$ cat config.mk
export PLATFORM = sky130hd
export DESIGN_NAME = idma_2d_rep_midend
export DESIGN_NICKNAME = d
export VERILOG_FILES = /design/src/rtl/idma_2d_rep_midend.sv
export SDC_FILE = /design/constraint.sdc
export NUM_CORES = 2
export LEC_CHECK = 0
export BUFFER_PORTS_ARGS = -buffer_cell sky130_fd_sc_hd__buf_2
export CORE_MARGIN = 3
export CORE_UTILIZATION = 35
export CTS_BUF_LIST = sky130_fd_sc_hd__clkbuf_4 sky130_fd_sc_hd__clkbuf_8
export DETAILED_ROUTE_END_ITERATION = 6
export MAX_ROUTING_LAYER = met4
export PLACE_DENSITY = 0.56
export SLEW_MARGIN = 10
export SYNTH_ARGS = -nofsm -noshare
export SYNTH_HDL_FRONTEND = slang
export SYNTH_SLANG_ARGS = --single-unit
$ cat constraint.sdc
create_clock -name clk_i -period 8.3 [get_ports clk_i]
set_input_delay 0 -clock clk_i [delete_from_list [all_inputs] [get_ports clk_i]]
set_output_delay 0 -clock clk_i [all_outputs]
set_load 0.005 [all_outputs]
$ cat src/rtl/idma_2d_rep_midend.sv
// 2D midend: unrolls one 2D job into reps 1D bursts and retires jobs from in-order completions.
// Optional IDMA_2D_ZERO_LEN_SKIP_EN: zero-length jobs issue no bursts and retire without completions.
module idma_2d_rep_midend #(
    parameter int unsigned AddrWidth      = 64,
    parameter int unsigned LenWidth       = 64,
    parameter int unsigned RepWidth       = 64,
    parameter int unsigned OptWidth       = 64,
    parameter int unsigned NumOutstanding = 4
) (
    input  logic                 clk_i,
    input  logic                 rst_ni,
    input  logic                 nd_valid_i,
    output logic                 nd_ready_o,
    input  logic [AddrWidth-1:0] nd_src_addr_i,
    input  logic [AddrWidth-1:0] nd_dst_addr_i,
    input  logic [LenWidth-1:0]  nd_length_i,
    input  logic [OptWidth-1:0]  nd_opt_i,
    input  logic [RepWidth-1:0]  nd_reps_i,
    input  logic [AddrWidth-1:0] nd_src_stride_i,
    input  logic [AddrWidth-1:0] nd_dst_stride_i,
    output logic                 burst_valid_o,
    input  logic                 burst_ready_i,
    output logic [AddrWidth-1:0] burst_src_addr_o,
    output logic [AddrWidth-1:0] burst_dst_addr_o,
    output logic [LenWidth-1:0]  burst_length_o,
    output logic [OptWidth-1:0]  burst_opt_o,
    input  logic                 burst_done_i,
    output logic                 nd_done_o,
    output logic                 busy_o
);
    localparam int unsigned PtrWidth = $clog2(NumOutstanding);

    typedef enum logic [0:0] {StIdle, StIssue} state_e;

    state_e state_q, state_d;

    logic [AddrWidth-1:0] src_q, src_d, dst_q, dst_d;
    logic [AddrWidth-1:0] src_stride_q, dst_stride_q;
    logic [LenWidth-1:0]  length_q;
    logic [OptWidth-1:0]  opt_q;
    logic [RepWidth-1:0]  rep_cnt_q, rep_cnt_d;

    logic [RepWidth-1:0]  fifo_mem_q [NumOutstanding];
    logic [PtrWidth-1:0]  wr_ptr_q, rd_ptr_q;
    logic [PtrWidth:0]    fifo_cnt_q;
    logic                 fifo_full, fifo_empty, push, pop;
    logic [RepWidth-1:0]  reps_eff, push_cnt, head_cnt;
    logic [RepWidth:0]    done_eff;
    logic [RepWidth-1:0]  done_cnt_q, done_cnt_d;
    logic                 nd_done_q;
    logic                 accept, skip_job;

    assign fifo_full  = (fifo_cnt_q == (PtrWidth+1)'(NumOutstanding));
    assign fifo_empty = (fifo_cnt_q == '0);
    assign head_cnt   = fifo_mem_q[rd_ptr_q];

    always_comb begin
        reps_eff = (nd_reps_i == '0) ? RepWidth'(1) : nd_reps_i;
`ifdef IDMA_2D_ZERO_LEN_SKIP_EN
        skip_job = (nd_length_i == '0);
`else
        skip_job = 1'b0;
`endif
        push_cnt = skip_job ? '0 : reps_eff;
    end

    always_comb begin
        state_d       = state_q;
        src_d         = src_q;
        dst_d         = dst_q;
        rep_cnt_d     = rep_cnt_q;
        nd_ready_o    = 1'b0;
        burst_valid_o = 1'b0;
        accept        = 1'b0;
        unique case (state_q)
            StIdle: begin
                nd_ready_o = !fifo_full;
                accept     = nd_valid_i && !fifo_full;
                if (accept) begin
                    src_d     = nd_src_addr_i;
                    dst_d     = nd_dst_addr_i;
                    rep_cnt_d = reps_eff;
                    if (!skip_job) state_d = StIssue;
                end
            end
            StIssue: begin
                burst_valid_o = 1'b1;
                if (burst_ready_i) begin
                    src_d     = src_q + src_stride_q;
                    dst_d     = dst_q + dst_stride_q;
                    rep_cnt_d = rep_cnt_q - 1'b1;
                    if (rep_cnt_q == RepWidth'(1)) state_d = StIdle;
                end
            end
            default: state_d = StIdle;
        endcase
    end

    // Completions beyond the head's count carry over to the next job (only possible
    // when zero-count heads are being retired).
    always_comb begin
        push       = accept;
        done_eff   = {1'b0, done_cnt_q} + (RepWidth+1)'(burst_done_i && !fifo_empty);
        pop        = !fifo_empty && (done_eff >= {1'b0, head_cnt});
        done_cnt_d = done_cnt_q;
        if (pop) begin
            done_cnt_d = RepWidth'(done_eff - {1'b0, head_cnt});
        end else if (!fifo_empty) begin
            done_cnt_d = done_eff[RepWidth-1:0];
        end
    end

    always_ff @(posedge clk_i or negedge rst_ni) begin
        if (!rst_ni) begin
            state_q      <= StIdle;
            src_q        <= '0;
            dst_q        <= '0;
            src_stride_q <= '0;
            dst_stride_q <= '0;
            length_q     <= '0;
            opt_q        <= '0;
            rep_cnt_q    <= '0;
            wr_ptr_q     <= '0;
            rd_ptr_q     <= '0;
            fifo_cnt_q   <= '0;
            done_cnt_q   <= '0;
            nd_done_q    <= 1'b0;
            for (int i = 0; i < NumOutstanding; i++) fifo_mem_q[i] <= '0;
        end else begin
            state_q    <= state_d;
            src_q      <= src_d;
            dst_q      <= dst_d;
            rep_cnt_q  <= rep_cnt_d;
            done_cnt_q <= done_cnt_d;
            nd_done_q  <= pop;
            if (accept) begin
                src_stride_q <= nd_src_stride_i;
                dst_stride_q <= nd_dst_stride_i;
                length_q     <= nd_length_i;
                opt_q        <= nd_opt_i;
            end
            if (push) begin
                fifo_mem_q[wr_ptr_q] <= push_cnt;
                wr_ptr_q             <= wr_ptr_q + 1'b1;
            end
            if (pop) rd_ptr_q <= rd_ptr_q + 1'b1;
            case ({push, pop})
                2'b10:   fifo_cnt_q <= fifo_cnt_q + 1'b1;
                2'b01:   fifo_cnt_q <= fifo_cnt_q - 1'b1;
                default: fifo_cnt_q <= fifo_cnt_q;
            endcase
        end
    end

    assign burst_src_addr_o = src_q;
    assign burst_dst_addr_o = dst_q;
    assign burst_length_o   = length_q;
    assign burst_opt_o      = opt_q;
    assign nd_done_o        = nd_done_q;
    assign busy_o           = (state_q == StIssue) || !fifo_empty;

`ifndef SYNTHESIS
    always_ff @(posedge clk_i) begin
        if (rst_ni) begin
            assert (!(burst_done_i && fifo_empty))
            else $error("burst_done_i received with no outstanding 2D job");
        end
    end
`endif

endmodule

==> impl_metrics.sql <==
INSERT INTO impl_metrics (metric_group, metric, value, unit) VALUES
('sta', 'worst_slew_pin_slew', '1.101', 'ns'),
('cts', 'cts_root_buffer', 'sky130_fd_sc_hd__clkbuf_8', ''),
('synthesis', 'mappedNetlistNets', '5735', ''),
('global_route', 'grt_start_max_net_pins', '172', ''),
('worst_setup_path', 'setup.worst_path.start_class', 'flop', ''),
('cts', 'worst_skew_pair.late_latency', '0.87', 'ns'),
('synthesis', 'yosysWarningCount', '0', ''),
('hold_path', 'hold_path.class', 'input port to flop', ''),
('cts', 'clock_path_buffers', '3', ''),
('layout', 'regArea', '0.01945', 'mm2'),
('cts', 'cts.sinks', '777', ''),
('synthesis', 'ys_dominant_reg_cell', 'sky130_fd_sc_hd__dfrtp_1', ''),
('sta', 'post-route-period-util', '90.04', '%'),
('pwr', 'power.share.clock', '14.2', '%'),
('place', 'buffer_ports.inserted', '712', ''),
('layout', 'postLayoutCoreUtil', '48.57', '%'),
('sta', 'worst_hold_margin', '0.07508', 'ns'),
('synthesis', 'syn-mean-instance-area', '9.124', 'um2'),
('pwr', 'power_density', '456.6', 'mW/mm2'),
('global_route', 'grt_remaining_overflow', '0', ''),
('cts', 'post-cts-setup-buffers', '0', ''),
('global_route', 'antenna_violations_before_repair', '44', ''),
('sta', 'finalSetupViolations', '0', ''),
('die', 'initial_utilization', '35.51', '%'),
('layout', 'drive_above_1_share', '20.62', '%'),
('status', 'status', 'completed', ''),
('layout', 'instances_no_fill', '8462', ''),
('place', 'place.detailed.hpwl', '125600', 'um'),
('die', 'core_area', '0.1305', 'mm2'),
('synthesis', 'synth.top_cell.area_share', '41.97', '%'),
('synthesis', 'synth_cell_type_count', '93', ''),
('worst_setup_path', 'timing.critical_path.to_type', 'flop', ''),
('global_route', 'grt.total_usage', '26.66', '%'),
('sta', 'slew_violations', '0', ''),
('detailed_routing', 'via_total_after_detailed_routing', '45420', ''),
('global_route', 'vias_in_the_first_global_route', '46690', ''),
('detailed_routing', 'final_antenna_net_count', '0', ''),
('detailed_routing', 'wl_final', '181400', 'um'),
('detailed_routing', 'vias_per_cell', '5.367', ''),
('detailed_routing', 'drt-wirelength-per-cell', '21.44', 'um'),
('layout', 'syn2layout_area_growth', '36.78', '%'),
('cts', 'cts.htree.levels', '4', ''),
('synthesis', 'synth_edf_count', '0', ''),
('synthesis', 'yosysSeqAreaShare', '41.97', '%'),
('synthesis', 'syn-instance-count', '5078', ''),
('detailed_routing', 'drtPass1Iterations', '6', ''),
('worst_setup_path', 'crit_path_max_incr_delay', '0.56', 'ns'),
('pwr', 'seq_power_share', '24.9', '%'),
('sta', 'number_of_hold_violations_in_the_final_report', '0', ''),
('layout', 'multi_input_area', '0.02536', 'mm2'),
('flow_run', 'max-cap-violations', '0', ''),
('sta', 'fmax', '133.8', 'MHz'),
('place', 'gp_routability_congestion', '0.9478', ''),
('detailed_routing', 'dr.first_iter.drc_count', '3611', ''),
('synthesis', 'mappedNetlistArea', '0.04633', 'mm2'),
('die', 'site_rows', '132', ''),
('pwr', 'p_sw', '13.49', 'mW'),
('synthesis', 'ys_top_cells_by_area', 'sky130_fd_sc_hd__dfrtp_1 (42%), sky130_fd_sc_hd__nand2_1 (9.6%), sky130_fd_sc_hd__mux2_2 (6.3%)', ''),
('layout', 'layout.filler_cells', '12100', ''),
('layout', 'final_nets', '7231', ''),
('worst_setup_path', 'worst_ep_arrival_time', '8.25', 'ns'),
('sta', 'rsz_0062_raised_after_global_routing', 'false', ''),
('global_route', 'grt_first_pass_wirelength', '276400', 'um'),
('pwr', 'power.leakage', '30.44', 'nW'),
('pwr', 'worst_ir_drop_vdd', '0.5758', 'mV'),
('sta', 'finalCriticalPeriod', '7.474', 'ns'),
('worst_setup_path', 'data_required_time_at_the_worst_endpoint', '9.07', 'ns'),
('worst_setup_path', 'cp_slowest_cell', 'sky130_fd_sc_hd__or4_1', ''),
('die', 'die_outline_area', '0.1368', 'mm2'),
('sta', 'tns', '0', 'ns'),
('sta', 'final_worst_clock_skew', '0.05969', 'ns');
## cells by family after synthesis
| family | share of synthesized area [%] |
|---|---|
| flops | 41.97 |
| fa+ha+maj | 5.574 |
| buf+inv | 3.460 |
| mux | 11.18 |
| simple gates | 18.20 |
| compound gates | 14.74 |
| xor+xnor | 4.880 |
## power by group through the flow
stage	clock, mW	combinational (mW)	sequential, mW
after global routing	4.36	19.4	7.43
after detailed placement	0	17.0	7.21
after floorplan	0	12.4	6.70
final	4.10	17.6	7.21
after global placement	0	16.9	7.17
after CTS	4.18	17.4	7.18
## worst max-delay path: cells and delay by family, from the launching register on
| family | cells | cell delay [ns] |
|---|---|---|
| fa+ha+maj | 5 | 1.42 |
| xor+xnor | 3 | 0.49 |
| flops | 1 | 0.41 |
| compound gates | 2 | 0.27 |
| buf+inv | 2 | 0.41 |
| simple gates | 17 | 4.40 |
## sequential cells by signal, summed over array words and instances, names as in the netlist, 2 cells and up
| signal | count |
|---|---|
| burst_src_addr_o | 64 |
| fifo_mem_q | 256 |
| rd_ptr_q | 2 |
| done_cnt_q | 64 |
| burst_length_o | 64 |
| rep_cnt_q | 64 |
| src_stride_q | 64 |
| burst_dst_addr_o | 64 |
| fifo_cnt_q | 3 |
| burst_opt_o | 64 |
| wr_ptr_q | 2 |
| dst_stride_q | 64 |
## final timing paths
check / cells after the start / from / slack (ns) / to
max in group asynchronous: 5 / rst_ni / 6.38 / src_stride_q[26]$_DFFE_PN0P_
min: 3 / nd_reps_i[54] / 0.08 / fifo_mem_q[54]$_DFFE_PN0P_
min in group asynchronous: 4 / rst_ni / 0.36 / fifo_mem_q[242]$_DFFE_PN0P_
max: 29 / fifo_cnt_q[0]$_DFFE_PN0P_ / 0.83 / fifo_cnt_q[2]$_DFFE_PN0P_
max reg2reg: 29 / fifo_cnt_q[0]$_DFFE_PN0P_ / 0.83 / fifo_cnt_q[2]$_DFFE_PN0P_
min reg2reg: 2 / burst_length_o[56]$_DFFE_PN0P_ / 0.47 / burst_length_o[56]$_DFFE_PN0P_
## cell type report
| type | instances | area share, % |
|---|---|---|
| Inverter | 137 | 0.8273 |
| Multi-Input combinational cell | 3895 | 40.01 |
| Clock buffer | 222 | 4.377 |
| Timing Repair Buffer | 1617 | 19.92 |
| Antenna cell | 41 | 0.1619 |
| Tap cell | 1742 | 3.439 |
| Clock inverter | 31 | 0.5627 |
| Sequential cell | 777 | 30.70 |
## cell usage in the layout, fill, tap and decap left out, types with 34 or more instances in the layout
cell,n
sky130_fd_sc_hd__nand2_1,1173
sky130_fd_sc_hd__dlygate4sd3_1,864
sky130_fd_sc_hd__dfrtp_1,774
sky130_fd_sc_hd__buf_2,711
sky130_fd_sc_hd__a21oi_1,376
sky130_fd_sc_hd__mux2_2,259
sky130_fd_sc_hd__o21ai_0,254
sky130_fd_sc_hd__nor2_1,246
sky130_fd_sc_hd__ha_1,200
sky130_fd_sc_hd__clkbuf_8,177
sky130_fd_sc_hd__xnor2_1,153
sky130_fd_sc_hd__a21o_1,150
sky130_fd_sc_hd__inv_1,134
sky130_fd_sc_hd__nand3_1,108
sky130_fd_sc_hd__xor2_1,87
sky130_fd_sc_hd__mux2i_1,82
sky130_fd_sc_hd__nand4_1,66
sky130_fd_sc_hd__mux4_2,64
sky130_fd_sc_hd__nor3_1,59
sky130_fd_sc_hd__and3_1,58
sky130_fd_sc_hd__a31oi_1,56
sky130_fd_sc_hd__o22ai_1,56
sky130_fd_sc_hd__clkbuf_4,45
sky130_fd_sc_hd__nor4_1,42
sky130_fd_sc_hd__diode_2,41
sky130_fd_sc_hd__buf_4,34
## stage by stage
stage               power, mW  cell area [um2]  worst slack (ns)
CTS                     28.76            63260            0.7074
floorplan               19.13            46330             1.520
global route            31.16            63360            0.1868
global placement        24.08            51450            0.8567
detailed placement      24.19            51450            0.7669
finish                  28.94            63370            0.8264
## timing repair
action | 4_1_cts | 5_1_grt
hold endpoints to repair | 1208 | 0
setup endpoints to repair | 0 | 1
resized for setup | 0 | 1
hold buffers | 865 | 0
## Yosys cell counts, drive strengths merged, types with 11 or more instances
library cell  count
a211oi           15
a21boi           11
a21o            150
a21oi           377
a221o            21
a221oi           13
a31oi            57
and2             19
and3             58
and4             13
buf              49
clkbuf          219
dfrtp           777
ha              200
inv             137
mux2            259
mux2i            82
mux4             64
nand2          1180
nand2b           22
nand3           108
nand4            67
nor2            247
nor2b            25
nor3             61
nor4             45
o211ai           19
o21a             16
o21ai           261
o21bai           29
o22ai            56
o31ai            12
or3              24
or4              18
xnor2           153
xor2             87
## metal layers
layer  wire length [um]  global-route usage (%)  part of all wire, %  vias up
li1                   -                       -                    -    20970
met1              74610                   32.38                   41    22260
met2              86180                   42.92                   48     1691
met3              11470                   4.937                  6.3      495
met4               9165                   12.58                  5.1        0
met5                  0                       -                    0        -
Note: power is estimated with default switching activity, not from simulation.
